===== src/rtl/input_sync_debounce.sv =====
// Conditions a raw asynchronous input: a flop-chain synchroniser feeds a
// consecutive-cycle debounce counter that drives a clean level and edge pulses.
module input_sync_debounce #(
    parameter int   SYNC_STAGES     = 2,
    parameter int   DEBOUNCE_CYCLES = 4,
    parameter logic RESET_VAL       = 1'b0,
    localparam int  CNT_W           = $clog2(DEBOUNCE_CYCLES + 1)
) (
    input  logic clk,
    input  logic reset_n,
    input  logic async_i,
    input  logic en_i,
    output logic level_o,
    output logic rise_o,
    output logic fall_o,
    output logic busy_o
);

    localparam logic [CNT_W-1:0] CNT_LAST = CNT_W'(DEBOUNCE_CYCLES - 1);

    logic [SYNC_STAGES-1:0] sync_r;
    logic [CNT_W-1:0]       cnt_r;
    logic                   level_r;
    logic                   rise_r;
    logic                   fall_r;
    logic                   busy_r;

    logic                   s_s;
    logic [CNT_W-1:0]       cnt_nxt_s;
    logic                   level_nxt_s;
    logic                   rise_nxt_s;
    logic                   fall_nxt_s;

    assign s_s = sync_r[SYNC_STAGES-1];

    // Synchroniser chain: plain shift register, no logic between stages.
    always_ff @(posedge clk or negedge reset_n) begin
        if (!reset_n) begin
            sync_r <= {SYNC_STAGES{RESET_VAL}};
        end else begin
            sync_r <= {sync_r[SYNC_STAGES-2:0], async_i};
        end
    end

    // Debounce next-state: any disagreement lapse or disable restarts the count.
    always_comb begin
        cnt_nxt_s   = {CNT_W{1'b0}};
        level_nxt_s = level_r;
        rise_nxt_s  = 1'b0;
        fall_nxt_s  = 1'b0;
        if (en_i && (s_s != level_r)) begin
            if (cnt_r == CNT_LAST) begin
                cnt_nxt_s   = {CNT_W{1'b0}};
                level_nxt_s = s_s;
                rise_nxt_s  = s_s;
                fall_nxt_s  = ~s_s;
            end else begin
                cnt_nxt_s   = cnt_r + CNT_W'(1);
            end
        end else begin
            cnt_nxt_s = {CNT_W{1'b0}};
        end
    end

    // Debounce state and registered outputs.
    always_ff @(posedge clk or negedge reset_n) begin
        if (!reset_n) begin
            cnt_r   <= {CNT_W{1'b0}};
            level_r <= RESET_VAL;
            rise_r  <= 1'b0;
            fall_r  <= 1'b0;
            busy_r  <= 1'b0;
        end else begin
            cnt_r   <= cnt_nxt_s;
            level_r <= level_nxt_s;
            rise_r  <= rise_nxt_s;
            fall_r  <= fall_nxt_s;
            busy_r  <= (cnt_nxt_s != {CNT_W{1'b0}});
        end
    end

    assign level_o = level_r;
    assign rise_o  = rise_r;
    assign fall_o  = fall_r;
    assign busy_o  = busy_r;

endmodule


===== config.mk =====
export PLATFORM = sky130hd
export DESIGN_NAME = input_sync_debounce
export DESIGN_NICKNAME = d
export VERILOG_FILES = /design/src/rtl/input_sync_debounce.sv
export SDC_FILE = /design/constraint.sdc
export NUM_CORES = 1
export LEC_CHECK = 0
export ABC_CLOCK_PERIOD_IN_PS = 1300
export BUFFER_PORTS_ARGS = -buffer_cell sky130_fd_sc_hd__buf_2
export CAP_MARGIN = 5
export CORE_AREA = 3 3 40 42
export DETAILED_ROUTE_END_ITERATION = 8
export DIE_AREA = 0 0 43 45
export PLACE_DENSITY = 0.53
export SLEW_MARGIN = 10
export SYNTH_ARGS = -nofsm -noshare
export SYNTH_HDL_FRONTEND = slang
export SYNTH_SLANG_ARGS = --single-unit

===== constraint.sdc =====
create_clock -name clk -period 1.3 [get_ports clk]
set_input_delay 0.26 -clock clk [delete_from_list [all_inputs] [get_ports clk]]
set_output_delay 0.26 -clock clk [all_outputs]
set_load 0.03 [all_outputs]

==> results.yml <==
status:
  status: "complete, no violations"
placed_design:
  dp_hpwl_um: 441.9
  port_buffers: 7
  post-place-ws_ns: 0.01591
  place_congestion: 0.7626
yosys:
  syn_area_sq_um: 339.1
  yosys_warnings: 0
  ys_ff_latch: 9
  synth-seq-area-share_pct: 66.42
  syn_inst: 24
  synth_area_per_cell_sq_um: 14.13
  synthesis.nets: 29
  synth_cell_types: 13
finish:
  utilization_pct: 33.59
  layout_commonest_cell: "dfrtp_1"
  drive_above_1_share_pct: 36.11
  antennaDiodeCount: 0
  nFillCells: 128
  final_cell_mix: "9 x dfrtp_1, 7 x buf_2, 3 x nor3b_1, 3 x clkbuf_4, 2 x nor2_1"
  area_delta_synth_final_pct: 27.31
  finalNetCount: 42
sta:
  finalCritPeriodShare_pct: 95.01
  finalMaxSlewViolations: 0
  setup_ws_ns: 0.06484
  setup_violations: 0
  hold_ws_ns: 0.1104
  fin_crit_ns: 1.235
  skew_ns: 0.005317
  fin_setup_tns_ns: 0
  worstMarginPinSlew_ns: 0.2210
  rsz0062_at_grt: "no"
  maxSlewHeadroom_pct: 85.21
  max_clock_freq_ghz: 0.8096
  final_hold_viol_count: 0
power:
  p_leak_nw: 0.2117
  p_sw_share_pct: 28.03
  max-vdd-ir-drop_v: 0.0006579
  power.total_uw: 644.2
  p_sw_uw: 180.6
  seq_power_share_pct: 50.3
  clockPowerShare_pct: 32.1
  p_int_uw: 463.6
  p_per_area_mw_per_mm2: 1492
  p_comb_share_pct: 17.6
grt:
  grt_max_degree: 10
  antenna_found_initial: 0
  grt_pass1_vias: 245
  grt.overflow.total: 0
  grt_usage_pct: 8.179
  grt_pass1_wl_mm: 1.069
cts:
  cts_tree: "built"
  clk_pin_slew_worst_paths_ns: 0.06
  clk_path_buf_depth: 2
  htreeDepth: 1
  cts_buffers: 3
  root_buffer: "clkbuf_4"
  cts_setup_buffers: 0
  cts.sinks: 9
  clk_latency_ns: 0.26
setup_path:
  endpoint_kind: "register"
  worst_setup_path_start_kind: "register"
  cp.required_ns: 1.44
  worstPathArrival_ns: 1.37
  worstPathMaxFanout: 4
  critical_path_class: "register to register"
floorplan:
  rows: 13
  die_h_um: 45
  die_w_um: 43
  start_util_pct: 26.39
  core_sq_mm: 0.001285
  pin_count: 8
  die-area_sq_mm: 0.001935
drt:
  firstDrtPassIters: 3
  drcViolationCount: 0
  drt_iter0_drc: 7
  wl_per_cell_um: 11.82
  vias: 221
  drt-total-wl_um: 603
  postRouteAntennaNets: 0
  viasPerCell: 4.333
worst_hold_path:
  hp-class: "input port to register"
flow_run:
  maxCapViolCount: 0
[critical path, cell delays in order (launching register included)]
cell,delay [ns]
dfrtp_1,0.42
ha_2,0.23
nand3b_1,0.13
mux2_1,0.34
[flip-flops by register name, indices dropped and copies added (netlist names)]
register	count
sync_r	2
cnt_r	3
fall_o	1
rise_o	1
level_o	1
busy_o	1
[per-stage QoR]
| stage | cells | instance area [sq um] |
|---|---|---|
| floorplan | 24 | 339.1 |
| global placement | 46 | 392.9 |
| detailed placement | 46 | 392.9 |
| CTS | 51 | 431.7 |
| global route | 51 | 431.7 |
| finish | 51 | 431.7 |
[logic make-up after synthesis]
kind of cell / Yosys count / synth area share [%]
flip-flops: 9 / 66.42
AND/OR/NAND/NOR: 10 / 18.45
multiplexers: 1 / 3.321
AO/OA/AOI/OAI: 1 / 4.427
adder cells (fa/ha/maj): 1 / 3.689
XOR/XNOR: 1 / 2.583
buffers and inverters: 1 / 1.106
[cells in the mapped netlist, drive strengths merged]
library cell / number / area, sq um
xor2: 1 / 8.760
nand3b: 1 / 7.510
nand2: 1 / 3.750
nand2b: 1 / 6.260
a311oi: 1 / 15.01
inv: 1 / 3.750
ha: 1 / 12.51
nor2: 2 / 7.510
nand3: 1 / 10.01
dfrtp: 9 / 225.2
mux2: 1 / 11.26
nor3b: 3 / 22.52
nor3: 1 / 5.000
[layer usage]
layer  routed length, um  up-vias  track usage [%]
met5                   0        -                0
li1                    -      107                -
met4                   4        0            3.614
met2                 289        9            12.87
met1                 245      103            7.250
met3                  63        2            7.570
[power by group through the flow]
stage	Combinational (mW)	Sequential [mW]	Clock, mW
finish	0.113	0.324	0.207
global route	0.126	0.327	0.240
CTS	0.116	0.324	0.219
detailed placement	0.111	0.328	0
global placement	0.107	0.325	0
floorplan	0.0510	0.351	0
[final cells by class]
class                           instances  area, sq um  area share, %
Multi-Input combinational cell         14        112.6          26.09
Clock buffer                            4        26.28          6.087
Inverter                                1        3.754         0.8696
Tap cell                               15        18.77          4.348
Sequential cell                         9        225.2          52.17
Timing Repair Buffer                    8        45.04          10.43
[path summary, 6_finish.rpt]
| kind | startpoint | endpoint | slack, ns | cells past startpoint |
|---|---|---|---|---|
| min in group asynchronous | reset_n | fall_o$_DFF_PN0_ | 0.37 | 2 |
| setup / recovery | cnt_r[0]$_DFF_PN0_ | level_o$_DFFE_PN0P_ | 0.06 | 3 |
| hold / removal | async_i | sync_r[0]$_DFF_PN0_ | 0.11 | 1 |
| hold reg to reg | sync_r[0]$_DFF_PN0_ | sync_r[1]$_DFF_PN0_ | 0.36 | 0 |
| max in group asynchronous | reset_n | sync_r[0]$_DFF_PN0_ | 0.75 | 2 |
| setup reg to reg | cnt_r[0]$_DFF_PN0_ | level_o$_DFFE_PN0P_ | 0.06 | 3 |
[timing repair]
| action | 4_1_cts | 5_1_grt |
|---|---|---|
| endpoints found under the setup margin | 1 | 0 |
| gates resized for setup | 1 | 0 |
| endpoints found under the hold margin | 9 | 0 |
| hold buffers | 1 | 0 |
Note: power is estimated with default switching activity, not from simulation.
